<file path="src/rtl/frame_buffer_arbiter.sv">
// N-buffer frame arbiter between a capture writer and a display reader.
// The reader always gets the newest completed frame; the writer never stalls.
module frame_buffer_arbiter #(
  parameter int NUM_BUFFERS = 3,
  parameter int CNT_W       = 16,
  localparam int ID_W       = (NUM_BUFFERS > 2) ? $clog2(NUM_BUFFERS) : 1
) (
  input  logic             clk,
  input  logic             reset_n,
  input  logic             wr_req,
  input  logic             wr_done,
  input  logic             wr_abort,
  output logic             wr_grant,
  output logic [ID_W-1:0]  wr_id,
  input  logic             rd_req,
  input  logic             rd_done,
  output logic             rd_grant,
  output logic [ID_W-1:0]  rd_id,
  output logic             rd_new,
  output logic             frame_avail,
  output logic [CNT_W-1:0] frames_dropped,
  output logic [CNT_W-1:0] frames_repeated
);

  if (NUM_BUFFERS < 3 || NUM_BUFFERS > 8) begin : g_bad_num_buffers
    $error("frame_buffer_arbiter: NUM_BUFFERS must be in 3..8");
  end

  typedef enum logic [2:0] {B_FREE, B_WRITING, B_READY, B_SHOWN, B_READING} buf_state_e;
  typedef enum logic [1:0] {W_IDLE, W_SEARCH, W_BUSY} w_state_e;
  typedef enum logic [1:0] {R_IDLE, R_SEARCH, R_BUSY} r_state_e;

  buf_state_e       buf_q [NUM_BUFFERS];
  buf_state_e       buf_d [NUM_BUFFERS];
  w_state_e         w_state_q, w_state_d;
  r_state_e         r_state_q, r_state_d;
  logic [ID_W-1:0]  latest_ptr_q, latest_ptr_d;
  logic             latest_valid_q, latest_valid_d;
  logic             wr_grant_q, wr_grant_d, rd_grant_q, rd_grant_d, rd_new_q, rd_new_d;
  logic [ID_W-1:0]  wr_id_q, wr_id_d, rd_id_q, rd_id_d;
  logic [CNT_W-1:0] dropped_q, dropped_d, repeated_q, repeated_d;

  logic             free_ok, shown_ok, ready_ok, sel_found, sel_drop, latest_ready;
  logic [ID_W-1:0]  free_idx, shown_idx, ready_idx, sel_idx;
  buf_state_e       cand_st;

  function automatic logic [CNT_W-1:0] sat_inc(input logic [CNT_W-1:0] v);
    return (v == {CNT_W{1'b1}}) ? v : v + CNT_W'(1);
  endfunction

  // Writer candidate search: latest frame is masked out by treating it as busy
  always_comb begin
    free_ok = 1'b0; shown_ok = 1'b0; ready_ok = 1'b0;
    free_idx = '0; shown_idx = '0; ready_idx = '0;
    latest_ready = 1'b0;
    cand_st = B_WRITING;
    for (int i = NUM_BUFFERS - 1; i >= 0; i--) begin
      cand_st = (latest_valid_q && latest_ptr_q == ID_W'(i)) ? B_WRITING : buf_q[i];
      latest_ready = latest_ready | ((latest_ptr_q == ID_W'(i)) && (buf_q[i] == B_READY));
      case (cand_st)
        B_FREE:  begin free_ok  = 1'b1; free_idx  = ID_W'(i); end
        B_SHOWN: begin shown_ok = 1'b1; shown_idx = ID_W'(i); end
        B_READY: begin ready_ok = 1'b1; ready_idx = ID_W'(i); end
        default: ;
      endcase
    end
    if (free_ok) begin
      sel_found = 1'b1; sel_idx = free_idx;  sel_drop = 1'b0;
    end else if (shown_ok) begin
      sel_found = 1'b1; sel_idx = shown_idx; sel_drop = 1'b0;
    end else if (ready_ok) begin
      sel_found = 1'b1; sel_idx = ready_idx; sel_drop = 1'b1;
    end else begin
      sel_found = 1'b0; sel_idx = '0;        sel_drop = 1'b0;
    end
  end

  // State and output registers
  always_ff @(posedge clk or negedge reset_n) begin
    if (!reset_n) begin
      for (int i = 0; i < NUM_BUFFERS; i++) buf_q[i] <= B_FREE;
      w_state_q      <= W_IDLE;
      r_state_q      <= R_IDLE;
      latest_ptr_q   <= '0;
      latest_valid_q <= 1'b0;
      wr_grant_q     <= 1'b0;
      wr_id_q        <= '0;
      rd_grant_q     <= 1'b0;
      rd_id_q        <= '0;
      rd_new_q       <= 1'b0;
      dropped_q      <= '0;
      repeated_q     <= '0;
    end else begin
      buf_q          <= buf_d;
      w_state_q      <= w_state_d;
      r_state_q      <= r_state_d;
      latest_ptr_q   <= latest_ptr_d;
      latest_valid_q <= latest_valid_d;
      wr_grant_q     <= wr_grant_d;
      wr_id_q        <= wr_id_d;
      rd_grant_q     <= rd_grant_d;
      rd_id_q        <= rd_id_d;
      rd_new_q       <= rd_new_d;
      dropped_q      <= dropped_d;
      repeated_q     <= repeated_d;
    end
  end

  // Next-state logic for both FSMs
  always_comb begin
    case (w_state_q)
      W_IDLE:   w_state_d = wr_req ? W_SEARCH : W_IDLE;
      W_SEARCH: w_state_d = sel_found ? W_BUSY : W_SEARCH;
      W_BUSY:   w_state_d = (wr_abort || wr_done) ? W_IDLE : W_BUSY;
      default:  w_state_d = W_IDLE;
    endcase
    case (r_state_q)
      R_IDLE:   r_state_d = rd_req ? R_SEARCH : R_IDLE;
      R_SEARCH: r_state_d = latest_valid_q ? R_BUSY : R_SEARCH;
      R_BUSY:   r_state_d = rd_done ? R_IDLE : R_BUSY;
      default:  r_state_d = R_IDLE;
    endcase
  end

  // Buffer ownership, grants and statistics; writer and reader never touch the same entry
  always_comb begin
    buf_d          = buf_q;
    latest_ptr_d   = latest_ptr_q;
    latest_valid_d = latest_valid_q;
    wr_grant_d     = 1'b0;
    wr_id_d        = wr_id_q;
    rd_grant_d     = 1'b0;
    rd_id_d        = rd_id_q;
    rd_new_d       = 1'b0;
    dropped_d      = dropped_q;
    repeated_d     = repeated_q;
    case (w_state_q)
      W_SEARCH: begin
        wr_grant_d = sel_found;
        wr_id_d    = sel_found ? sel_idx : wr_id_q;
        dropped_d  = (sel_found && sel_drop) ? sat_inc(dropped_q) : dropped_q;
        for (int i = 0; i < NUM_BUFFERS; i++)
          buf_d[i] = (sel_found && sel_idx == ID_W'(i)) ? B_WRITING : buf_d[i];
      end
      W_BUSY: begin
        if (wr_abort) begin
          for (int i = 0; i < NUM_BUFFERS; i++)
            buf_d[i] = (wr_id_q == ID_W'(i)) ? B_FREE : buf_d[i];
        end else if (wr_done) begin
          latest_ptr_d   = wr_id_q;
          latest_valid_d = 1'b1;
          for (int i = 0; i < NUM_BUFFERS; i++)
            buf_d[i] = (wr_id_q == ID_W'(i)) ? B_READY : buf_d[i];
        end else begin
          latest_valid_d = latest_valid_q;
        end
      end
      default: ;
    endcase
    case (r_state_q)
      R_SEARCH: begin
        rd_grant_d = latest_valid_q;
        rd_id_d    = latest_valid_q ? latest_ptr_q : rd_id_q;
        rd_new_d   = latest_valid_q && latest_ready;
        repeated_d = (latest_valid_q && !latest_ready) ? sat_inc(repeated_q) : repeated_q;
        for (int i = 0; i < NUM_BUFFERS; i++)
          buf_d[i] = (latest_valid_q && latest_ptr_q == ID_W'(i)) ? B_READING : buf_d[i];
      end
      R_BUSY: begin
        for (int i = 0; i < NUM_BUFFERS; i++)
          buf_d[i] = (rd_done && rd_id_q == ID_W'(i)) ? B_SHOWN : buf_d[i];
      end
      default: ;
    endcase
  end

  assign wr_grant        = wr_grant_q;
  assign wr_id           = wr_id_q;
  assign rd_grant        = rd_grant_q;
  assign rd_id           = rd_id_q;
  assign rd_new          = rd_new_q;
  assign frame_avail     = latest_valid_q;
  assign frames_dropped  = dropped_q;
  assign frames_repeated = repeated_q;

endmodule

</file>
<file path="config.mk">
export PLATFORM = sky130hd
export DESIGN_NAME = frame_buffer_arbiter
export DESIGN_NICKNAME = d
export VERILOG_FILES = /design/src/rtl/frame_buffer_arbiter.sv
export SDC_FILE = /design/constraint.sdc
export NUM_CORES = 1
export LEC_CHECK = 0
export ABC_AREA = 1
export BUFFER_PORTS_ARGS = -buffer_cell sky130_fd_sc_hd__buf_4
export CORE_ASPECT_RATIO = 0.9
export CORE_UTILIZATION = 36
export CTS_CLUSTER_DIAMETER = 120
export DETAILED_ROUTE_END_ITERATION = 12
export PLACE_DENSITY = 0.58
export REMOVE_ABC_BUFFERS = 1
export SETUP_SLACK_MARGIN = 0.3
export SKIP_LAST_GASP = 1
export SLEW_MARGIN = 20
export SYNTH_ARGS = -nofsm -noshare
export SYNTH_HDL_FRONTEND = slang
export SYNTH_SLANG_ARGS = --single-unit
</file>
<file path="constraint.sdc">
create_clock -name clk -period 2.15 [get_ports clk]
set_input_delay 0.1075 -clock clk [delete_from_list [all_inputs] [get_ports clk]]
set_output_delay 0.1075 -clock clk [all_outputs]
set_load 0.01 [all_outputs]
</file>
==> results.tsv <==
stage	metric	value	unit
hold_path	whs_path_depth	3	
setup_path	crit_chain	inv_1 > nor2_2 > nand2_1 > nor3_1 > nor3b_2 > nand3_2 > buf_4 > nor2_1 > xor2_1	
route	initialDrtViolationCount	174	
timing	slew_violations	0	
hold_path	min_to	r_state_q[0]$_DFF_PN0_	
timing	tightestPinTransition	0.709	ns
floorplanning	die_y	93.7	µm
synthesis	synth_edf_count	0	
place	hpwl	5970	µm
setup_path	reg2reg_depth	9	
power	p_seq_share	31.3	%
cts	cts_buffer_depth	2	
hold_path	hp-class	in2reg	
layout	fill_cells	948	
global_routing	grt_pass1_wl	13700	µm
timing	setup_viol	0	
synthesis	synthArstFlopShare	100	%
route	ant_nets	0	
route	drt_wl_total	8240	µm
timing	timing.hold.ws	0.0449	ns
place	place.gp.congestion	0.852	
synthesis	synth_commonest_cells	112 x nand2_1, 60 x inv_1, 55 x dfrtp_1	
power	p_sw_share	44.2	%
power	switchingPower	0.00212	W
setup_path	rr_endpoint	frames_repeated[7]$_DFFE_PN0P_	
global_routing	grt_max_degree	56	
synthesis	synth_top_area_cell	dfrtp_1	
synthesis	syn_inst	447	
power	leakagePower	2.05	nW
floorplanning	dieWidth	104	µm
floorplanning	ios	47	
timing	fin_crit_sh	80.6	%
status	status	finished clean	
layout	diodes	0	
layout	post-route-util	47.0	%
setup_path	required	2.39	ns
timing	finClkSkew	0.0117	ns
timing	max_freq	577	MHz
power	p_int	0.00268	W
layout	drive_above_1_share	24.6	%
floorplanning	initial_utilization	37.0	%
cts	clk_pin_slew_worst_paths	0.11	ns
setup_path	critPathSlowestCell	dfrtp_1	
setup_path	crit_family	simple AND/OR/NAND/NOR gates	
setup_path	path_class	reg2reg	
global_routing	grtUsageTotal	17.3	%
setup_path	reg2reg_from	buf_q[1]$_DFF_PN0_	
floorplanning	fp-row-count	33	
setup_path	r2r_slack	0.42	ns
power	combPwrFrac	51.6	%
setup_path	crit_path_start_kind	register	
power	report.power.total	0.00481	W
power	power_density	1130	nW/µm²
timing	hold_viol	0	
route	vias	3107	
synthesis	ys_ff_latch	55	
route	dr.pass1.iters	5	
timing	relSlewSlack	52.8	%
cts	clkSinkCount	55	
cts	cts_root_buf	clkbuf_8	
synthesis	synthesis.area	3360	µm²
synthesis	synth_cell_types	31	
global_routing	grt_overflow	0	
cts	numCtsBuffers	5	
timing	period_needed	1.73	ns
layout	fin_nets	536	
synthesis	seq_area_frac_synth	41.0	%
cts	cts-htree-levels	2	
power	peakVddDrop	0.000439	V
route	viasPerCell	4.84	
synthesis	synthTopCellsByArea	dfrtp_1 41%, nand2_1 13%, inv_1 6.7%	
setup_path	critPathMaxFanout	11	
synthesis	avgSynthCellArea	7.52	µm²
timing	grt_setup_unrepaired	true	
run	max-cap-violations	0	
global_routing	grt_antenna_before_repair	0	
synthesis	ys_warn_count	0	
synthesis	yosysTopAreaCellShare	41.0	%
place	portBuffers	46	
route	wl_per_cell	12.8	µm
setup_path	crit_path_end_kind	register	
global_routing	first_global_vias	2919	
cts	cts_tree	yes	
timing	setup_tns	0	ns
synthesis	ys.flop_type	dfrtp_1	
floorplanning	die-area	9730	µm²
setup_path	worstPathArrival	1.97	ns
hold_path	min-delay-start	rd_req	
synthesis	synth_most_common_cell	nand2_1	
floorplanning	core_area	9080	µm²
layout	area_delta_synth_final	26.9	%
setup_path	critPathBufInv	2	
power	p_clk_share	17.1	%
cts	clkLatencyLatePin	0.31	ns
setup_path	cpPeakStageDelay	0.41	ns
route	drc	0	
==> sequential cells by signal (all words and copies together) (netlist names), 2 cells and up <==
register and flops:
r_state_q 2, frames_dropped 16, frames_repeated 16, buf_q 9, rd_id 2, wr_id 2, w_state_q 2, latest_ptr_q 2
==> power groups by stage <==
stage | clock, W | sequential, W | combinational [W]
finish | 0.000820 | 0.00151 | 0.00248
global route | 0.000884 | 0.00154 | 0.00280
CTS | 0.000853 | 0.00150 | 0.00225
detailed placement | 0 | 0.00154 | 0.00214
global placement | 0 | 0.00153 | 0.00213
floorplan | 0 | 0.00153 | 0.00146
==> logic make-up after synthesis <==
family                   share of synthesized area (%)
buffers and inverters                             8.23
XOR/XNOR                                          7.78
AO/OA/AOI/OAI                                     8.53
flip-flops                                        41.0
adder cells (fa/ha/maj)                           3.72
AND/OR/NAND/NOR                                   30.8
==> per-stage QoR <==
step	std cells	worst slack, ns	instance area (µm²)
3_5_place_dp	615	0.193	3870
2_1_floorplan	442	0.212	3330
6_report	642	0.417	4270
5_1_grt	642	0.260	4270
4_1_cts	629	0.282	4070
3_3_place_gp	615	0.186	3870
==> metal layers <==
layer,GRT usage (%),up-vias,wire [µm],share of wire (%)
li1,-,1558,-,-
met1,24.6,1438,4030,49
met2,27.8,109,3720,45
met3,3.26,2,450,5.5
met4,3.10,0,37,0.45
met5,0,-,0,0
==> area by class of cell <==
cell class	count	area (µm²)	share of cell area, %
clock inverter	2	60.1	1.41
sequential	55	1380	32.4
clock buffer	6	72.6	1.70
inverter	66	258	6.04
timing repair buffer	68	517	12.1
timing repair inverter	1	7.51	0.176
tap	122	153	3.58
multi-input combinational	322	1820	42.6
==> cell usage in the layout (no fill, tap or decap), types with 2 or more instances in the layout <==
| cell | count |
|---|---|
| dfrtp_1 | 51 |
| nor2_2 | 6 |
| xnor2_1 | 10 |
| nand3_2 | 6 |
| clkinvlp_4 | 3 |
| nor2_4 | 6 |
| a31oi_1 | 4 |
| a22oi_1 | 2 |
| nand2_2 | 8 |
| nor3_2 | 4 |
| a21oi_1 | 16 |
| inv_1 | 57 |
| nand3_1 | 22 |
| ha_1 | 7 |
| nor2_1 | 40 |
| nor3_1 | 11 |
| nand3_4 | 2 |
| dfrtp_2 | 4 |
| nand2_1 | 111 |
| clkbuf_8 | 5 |
| ha_2 | 3 |
| nor4_1 | 2 |
| nand4_1 | 7 |
| xor2_1 | 18 |
| o21ai_0 | 29 |
| buf_4 | 66 |
| inv_2 | 5 |
| bufinv_16 | 2 |
==> how the worst max path moves through the flow <==
stage	depth (start not counted)	slack (ns)	end	start
2_1_floorplan	8	0.21	frames_repeated[5]$_DFFE_PN0P_	frames_repeated[0]$_DFFE_PN0P_
3_3_place_gp	8	0.19	frames_repeated[6]$_DFFE_PN0P_	frames_repeated[0]$_DFFE_PN0P_
3_5_place_dp	8	0.19	frames_repeated[6]$_DFFE_PN0P_	frames_repeated[0]$_DFFE_PN0P_
4_1_cts	10	0.28	frames_dropped[12]$_DFFE_PN0P_	frame_avail$_DFFE_PN0P_
5_1_grt	9	0.26	frames_repeated[7]$_DFFE_PN0P_	buf_q[1]$_DFF_PN0_
6_report	9	0.42	frames_repeated[7]$_DFFE_PN0P_	buf_q[1]$_DFF_PN0_
==> tightest hold or removal path, delay by kind of cell <==
| family | cells | cell delay, ns |
|---|---|---|
| buffers and inverters | 1 | 0.11 |
| AO/OA/AOI/OAI | 1 | 0.06 |
| AND/OR/NAND/NOR | 1 | 0.05 |
==> timing repair <==
item | in CTS | in global routing
endpoints found under the hold margin | 55 | 0
pin swaps | 1 | 8
resized for setup | 5 | 28
endpoints found under the setup margin | 25 | 36
hold buffers | 1 | 0
buffers inserted | 4 | 12
gates cloned | 1 | 1
No activity file was read; power rests on OpenSTA's default activity.
